[src/rtl/divider_pkg.sv]
// Shared state encodings for the restoring divider. The one-hot values match the
// PicoBlaze status-port bit map {Qd,Qc,Qi}.
package divider_pkg;

    typedef enum logic [2:0] {
        ST_INI     = 3'b001,
        ST_COMPUTE = 3'b010,
        ST_DONE    = 3'b100
    } state_t;

endpackage

[src/rtl/div_restore_step.sv]
// One restoring-division step: trial subtract of Y from the shifted partial remainder.
module div_restore_step #(
    parameter int WIDTH = 8
) (
    input  logic [WIDTH:0]   R_shifted,
    input  logic [WIDTH-1:0] Y,
    output logic [WIDTH-1:0] R_next,
    output logic             q_bit
);

    logic [WIDTH:0] diff_s;

    // The compare is done at WIDTH+1 bits, so no divisor value can overflow the trial subtract
    always_comb begin
        diff_s = R_shifted - {1'b0, Y};
        q_bit  = (R_shifted >= {1'b0, Y});
        if (q_bit) begin
            R_next = diff_s[WIDTH-1:0];
        end else begin
            R_next = R_shifted[WIDTH-1:0];
        end
    end

endmodule

[src/rtl/divider_n_restoring.sv]
// Sequential restoring divider with Start/Ack handshake, one quotient bit per clock.
// Optional DIVIDER_EARLY_EXIT_EN: finish at once when the dividend is below the divisor.
module divider_n_restoring
    import divider_pkg::*;
#(
    parameter int WIDTH = 8
) (
    input  logic             Clk,
    input  logic             Reset,
    input  logic             Start,
    input  logic             Ack,
    input  logic [WIDTH-1:0] Xin,
    input  logic [WIDTH-1:0] Yin,
    output logic [WIDTH-1:0] Quotient,
    output logic [WIDTH-1:0] Remainder,
    output logic             Done,
    output logic             Qi,
    output logic             Qc,
    output logic             Qd,
    output logic             DivByZero
);

    localparam int CNT_W = $clog2(WIDTH + 1);

    state_t           state_r, state_next_s;
    logic [WIDTH-1:0] x_r, y_r, r_r, q_r;
    logic [CNT_W-1:0] cnt_r;
    logic             dbz_r;
    logic [WIDTH:0]   r_shift_s;
    logic [WIDTH-1:0] r_next_s;
    logic             q_bit_s;
    logic             last_s;
    logic             yzero_s;
    logic             early_s;

    assign r_shift_s = {r_r, x_r[WIDTH-1]};
    assign last_s    = (cnt_r == CNT_W'(WIDTH - 1));
    assign yzero_s   = (Yin == {WIDTH{1'b0}});

`ifdef DIVIDER_EARLY_EXIT_EN
    assign early_s = (Xin < Yin);
`else
    assign early_s = 1'b0;
`endif

    div_restore_step #(.WIDTH(WIDTH)) u_step (
        .R_shifted (r_shift_s),
        .Y         (y_r),
        .R_next    (r_next_s),
        .q_bit     (q_bit_s)
    );

    // Next-state logic for the INI / COMPUTE / DONE handshake
    always_comb begin
        state_next_s = state_r;
        case (state_r)
            ST_INI: begin
                if (Start) begin
                    if (yzero_s || early_s) begin
                        state_next_s = ST_DONE;
                    end else begin
                        state_next_s = ST_COMPUTE;
                    end
                end else begin
                    state_next_s = ST_INI;
                end
            end
            ST_COMPUTE: begin
                if (last_s) begin
                    state_next_s = ST_DONE;
                end else begin
                    state_next_s = ST_COMPUTE;
                end
            end
            ST_DONE: begin
                if (Ack) begin
                    state_next_s = ST_INI;
                end else begin
                    state_next_s = ST_DONE;
                end
            end
            default: state_next_s = ST_INI;
        endcase
    end

    // State register
    always_ff @(posedge Clk) begin
        if (Reset) begin
            state_r <= ST_INI;
        end else begin
            state_r <= state_next_s;
        end
    end

    // Operand latch and shift/subtract datapath; results hold outside COMPUTE
    always_ff @(posedge Clk) begin
        if (Reset) begin
            x_r   <= {WIDTH{1'b0}};
            y_r   <= {WIDTH{1'b0}};
            r_r   <= {WIDTH{1'b0}};
            q_r   <= {WIDTH{1'b0}};
            cnt_r <= {CNT_W{1'b0}};
            dbz_r <= 1'b0;
        end else begin
            case (state_r)
                ST_INI: begin
                    if (Start) begin
                        x_r   <= Xin;
                        y_r   <= Yin;
                        cnt_r <= {CNT_W{1'b0}};
                        if (yzero_s) begin
                            q_r   <= {WIDTH{1'b1}};
                            r_r   <= Xin;
                            dbz_r <= 1'b1;
                        end else if (early_s) begin
                            q_r   <= {WIDTH{1'b0}};
                            r_r   <= Xin;
                            dbz_r <= 1'b0;
                        end else begin
                            q_r   <= {WIDTH{1'b0}};
                            r_r   <= {WIDTH{1'b0}};
                            dbz_r <= 1'b0;
                        end
                    end
                end
                ST_COMPUTE: begin
                    x_r   <= {x_r[WIDTH-2:0], 1'b0};
                    r_r   <= r_next_s;
                    q_r   <= {q_r[WIDTH-2:0], q_bit_s};
                    cnt_r <= cnt_r + CNT_W'(1);
                end
                default: begin
                    x_r <= x_r;
                end
            endcase
        end
    end

    assign Quotient  = q_r;
    assign Remainder = r_r;
    assign DivByZero = dbz_r;
    assign Qi        = (state_r == ST_INI);
    assign Qc        = (state_r == ST_COMPUTE);
    assign Qd        = (state_r == ST_DONE);
    assign Done      = Qd;

endmodule

[config.mk]
export PLATFORM = sky130hd
export DESIGN_NAME = divider_n_restoring
export DESIGN_NICKNAME = d
export VERILOG_FILES = /design/src/rtl/divider_pkg.sv /design/src/rtl/div_restore_step.sv /design/src/rtl/divider_n_restoring.sv
export SDC_FILE = /design/constraint.sdc
export NUM_CORES = 1
export LEC_CHECK = 0
export BUFFER_PORTS_ARGS = -buffer_cell sky130_fd_sc_hd__buf_2
export CORE_MARGIN = 10
export CORE_UTILIZATION = 55
export DETAILED_ROUTE_END_ITERATION = 8
export GPL_TIMING_DRIVEN = 0
export MAX_ROUTING_LAYER = met4
export PLACE_DENSITY = 0.79
export SLEW_MARGIN = 20
export SYNTH_ARGS = -nofsm -noshare
export SYNTH_HDL_FRONTEND = slang
export SYNTH_HIERARCHICAL = 1
export SYNTH_SLANG_ARGS = --single-unit
[constraint.sdc]
create_clock -name Clk -period 2.7 [get_ports Clk]
set_input_delay 0.405 -clock Clk [delete_from_list [all_inputs] [get_ports Clk]]
set_output_delay 0.405 -clock Clk [all_outputs]
set_load 0.01 [all_outputs]
-- After elaboration in Yosys (flattened, before gate mapping)
Index checks and enable logic that the tools add are counted.
- memories: 0
- bits of input ports: 20
- bits in registers: 40
- bits in latches: 0
- ROM bits: 0
- logic and storage cells: 36
- bits in writable memories: 0
- bitwise gates (word level): 0
- reductions and logical operators: 4
- divide/modulo/power cells: 0
- equality and inequality tests: 5
- order comparisons: 1
- $add $sub $neg: 2
- shift operators: 0
- muxes and demuxes: 17
- multipliers: 0
- operators by type and width (cell ; number):
    $mux W8 ; 6
    $pmux W8 S2 ; 3
    $mux W3 ; 4
    $ge A9 B8 Y1 ; 1
    $pmux W3 S3 ; 1
    $logic_not A8 Y1 ; 1
    $pmux W4 S2 ; 1
    $sub A8 B8 Y8 ; 1
    $add A4 B1 Y4 const B ; 1
    $eq A4 B3 Y1 const B ; 1
    $mux W4 ; 1
    $reduce_and A2 Y1 ; 2
    $eq A3 B1 Y1 const B ; 1
    $eq A3 B2 Y1 const B ; 1
    $eq A3 B3 Y1 const B ; 1
    $ne A2 B2 Y1 const B ; 1
    $reduce_bool A2 Y1 ; 1
    $mux W1 ; 1

-- Longest topological paths before layout
- depth after elaboration: 4
- gate-level depth with buffers: 11
- gate-level depth less buffers: 10

-- By module
The synthesis kept the hierarchy.
- by module, submodules not included (module ; instances ; cells an instance ; area an instance (sq um)):
    divider_n_restoring ; 1 ; 193 ; 1765.4
    div_restore_step ; 1 ; 66 ; 539.3

-- Worst setup path before layout
OpenSTA, ideal clock, no wires.
- path kind: reg-to-reg
- start: reg r_r[5] (netlist: Remainder[5])
- end: reg r_r[7] (netlist: Remainder[7])
- slack: 0.344 ns
- clock period less this slack: 2.356 ns
- stages on the path, launching flop included: 9
- data arrival time: 2.235 ns
- path buffers: 1
- data required time: 2.578 ns
- cell sequence: dfxtp_1 -> ha_1 -> a21o_1 -> a2111oi_2 -> o21a_1 -> buf_6 -> mux2_4 -> and2_1 -> a221o_1
- longest elaborated chain between the ends: 3
- elaborated cells on any way between the ends: 4
- RTL lines (item ; RTL line ; text):
    from (decl) ; divider_n_restoring.sv:26 ; logic [WIDTH-1:0] x_r, y_r, r_r, q_r;
    from (signal assigned) ; divider_n_restoring.sv:100 ; r_r <= {WIDTH{1'b0}};
    from (signal assigned) ; divider_n_restoring.sv:113 ; r_r <= Xin;
    from (signal assigned) ; divider_n_restoring.sv:117 ; r_r <= Xin;
    $sub A8 B8 Y8 / $ge A9 B8 Y1 (equally long branches) ; div_restore_step.sv:15, div_restore_step.sv:16 ;
    $mux W8 (*) ; div_restore_step.sv:17 ; if (q_bit) begin
    named net r_next_s[7] ; divider_n_restoring.sv:30 ; logic [WIDTH-1:0] r_next_s;
    $pmux W8 S2 (*) ; divider_n_restoring.sv:105 ; case (state_r)
Mark *: on every way through the listed nets, which the timed path passes. The rest lies on a longest branch.
A chain may end at the register's enable or synchronous reset.

-- Worst setup path after layout
- start: reg x_r[7]
- end: reg r_r[6] (netlist: Remainder[6])
- longest elaborated chain between the ends: 3
- elaborated cells on any way between the ends: 4
- RTL lines (item ; RTL line ; text):
    from (decl) ; divider_n_restoring.sv:26 ;
    from (signal assigned) ; divider_n_restoring.sv:98 ; x_r <= {WIDTH{1'b0}};
    from (signal assigned) ; divider_n_restoring.sv:108 ; x_r <= Xin;
    from (signal assigned) ; divider_n_restoring.sv:127 ; x_r <= {x_r[WIDTH-2:0], 1'b0};
    $sub A8 B8 Y8 / $ge A9 B8 Y1 (equally long branches) ; div_restore_step.sv:15, div_restore_step.sv:16 ;
    $mux W8 (*) ; div_restore_step.sv:17 ;
    named net r_next_s[6] ; divider_n_restoring.sv:30 ;
    $pmux W8 S2 (*) ; divider_n_restoring.sv:105 ;
Marks and branches as above.

==> qor.yml <==
cts_buf_count: 5
final_layout_size_suffix_gt1_share_pct: 26.2
timing.critical_path.to_type: "register"
clock_sink_count: 40
areaGrowthSynthToFinish_pct: 15.5
max_slew_violation_total_from_the_final_report: 0
postSynthRegisterBits: 40
nets: 335
grt_use_total_pct: 16.3
antenna_found_initial: 0
synth-async-reset-ratio_pct: 0
worstPathArrival_ns: 2.74
path_delay_family: "compound AO/OA/AOI/OAI gates"
worst-path-buf-inv: 1
clk_transition_reported_paths_ns: 0.08
detail_route.vias_per_cell: 5.74
cp_cell_sequence: "inv_1 > ha_1 > fa_1 > nor2b_1 > o31a_1 > nor4_1 > a311o_1 > mux2_4 > and2_1 > a221o_1"
critPathSlowestCell: "fa_1"
run_status: "finished clean"
ctsHtreeMaxLevel: 2
worst-slew-pin-transition_ns: 0.636
via_count_of_the_first_global_routing_pass: 2040
design_power_total_mw: 1.35
avgRoutedWirePerCell_um: 16.0
drt-total-wl_um: 5690
post-cts-setup-buffer-count: 0
p_leak_nw: 1.13
layout_common_cells: "buf_2, nand2_1, dfxtp_1"
finalWeightedCongestion: 0.808
slowest_delay_ns: 0.41
timing.slew.headroom_pct: 57.5
post_synth_inst_count: 259
cp-start-kind: "register"
dr.pass1.iters: 4
seq_area_frac_synth_pct: 34.7
portBuffers: 39
min_period_over_period_pct: 94.4
cts_tree: "done"
timing_worst_setup_path_type: "register to register"
rsz0062_at_grt: "no"
fin_tns_setup_ns: 0
cts.root.buffer_cell: "clkbuf_8"
routed-via-count: 2037
synth_ff_type: "dfxtp_1"
timing.final.setup_violations: 0
timing.hold.worst.class: "input port to register"
drt_iter0_drc: 179
finalWorstPathRequiredPeriod_ns: 2.55
hold_violations: 0
synth_fp_nets: 289
dieArea_mm2: 0.00718
drt_drc_violations_left: 0
critPathRequiredTime_ns: 2.89
netlist.area_leader.share_pct: 34.7
antenna_violating_nets_post_route: 0
synth_top_cells_by_area: "dfxtp_1, nand2_1, ha_1, mux2_4, a21oi_1"
fmax_mhz: 392
initial_core_util_pct: 57.2
grt_max_degree: 13
antenna_cells: 0
num_rows: 23
grt_overflow: 0
floorplan.core_area_mm2: 0.00403
critical_path.max_fanout: 3
wire_length_of_the_first_global_routing_pass_um: 9560
powerDensity_mw_per_mm2: 508
die_width_um: 84.7
synthesis.yosys.warnings: 6
clock_insertion_delay_worst_skew_ns: 0.30
fin_util_pct: 66.1
pin_count: 41
netlist_area_mm2: 0.00230
timing.clock.skew_ns: 0.00683
max-clock-path-buffers: 2
die-height_um: 84.7
dp_hpwl_um: 4260
cap_viol_max_count: 0
post_synthesis_mean_instance_area_um2: 8.90
count_of_distinct_cell_types_in_the_synthesized_netlist: 50
peakVddDrop_mv: 0.295
synth_top_area_cell: "dfxtp_1"
synth-edff-count: 0
-- metrics by stage --
step                cells  hold WS, ns  setup slack, ns  instance area [µm²]
global placement      348        0.444            0.223                 2560
finish                355        0.350            0.151                 2660
floorplan             259        0.436            0.344                 2300
CTS                   355        0.343            0.183                 2640
detailed placement    348        0.457            0.202                 2560
global route          355        0.352           0.0121                 2660
-- logic make-up after synthesis --
logic type / after synthesis / synth area share, %
adders and majority gates: 10 / 5.75
xor gates and xnor gates: 4 / 1.52
and+or+nand+nor: 101 / 23.5
buffers and inverters: 33 / 9.01
DFF: 40 / 34.7
AOI/OAI and AO/OA: 62 / 20.3
muxes: 9 / 5.21
-- power by group --
part	leakage (nW)	switching, mW	internal [mW]	total (mW)
clock network	0.0400	0.216	0.175	0.391
logic	0.768	0.165	0.171	0.336
registers	0.325	0.0149	0.612	0.627
-- flip-flops by register name (all words and copies together), names as in the netlist --
name       count
DivByZero      1
Quotient       8
Remainder      8
cnt_r          4
state_r        3
x_r            8
y_r            8
-- final cells by class --
cell class | count | area, µm²
Fill cell | 346 | 1370
Multi-Input combinational cell | 186 | 1320
Sequential cell | 40 | 801
Timing Repair Buffer | 39 | 195
Buffer | 19 | 143
Clock buffer | 5 | 68.8
Inverter | 14 | 65.1
Tap cell | 50 | 62.6
Clock inverter | 2 | 12.5
-- cell usage after synthesis (5+ instances only) --
master,count
a21oi_1,16
a221o_1,8
a311oi_1,9
a31oi_1,9
and2_1,8
buf_2,5
buf_6,5
dfxtp_1,40
ha_1,9
inv_1,13
mux2_4,6
nand2_1,44
nand3_1,13
nor2_1,11
-- what timing repair did --
| action | in CTS | in global routing |
|---|---|---|
| hold buffers | 0 | 0 |
| setup endpoints to repair | 0 | 3 |
| resized for setup | 0 | 1 |
-- worst register-to-register path, cell delays in order, from the launching register on --
cell     delay, ns
dfxtp_1       0.34
inv_1         0.07
ha_1          0.20
fa_1          0.41
nor2b_1       0.16
o31a_1        0.21
nor4_1        0.08
a311o_1       0.32
mux2_4        0.26
and2_1        0.13
a221o_1       0.24
-- routing by layer --
layer,track usage (%),wire [µm],up-vias
li1,-,-,1024
met5,-,0,-
met4,6.89,106,0
met1,19.7,2700,951
met2,25.1,2620,51
met3,4.15,258,11
-- worst paths after layout --
path | depth (start not counted) | from | slack [ns] | end
worst max-delay path | 10 | x_r[7] | 0.15 | Remainder[6]
worst min-delay path | 3 | Yin[6] | 0.35 | y_r[6]
worst max register to register | 10 | x_r[7] | 0.15 | Remainder[6]
worst min register to register | 2 | y_r[5] | 0.47 | y_r[5]
(Power assumes the default switching activity.)
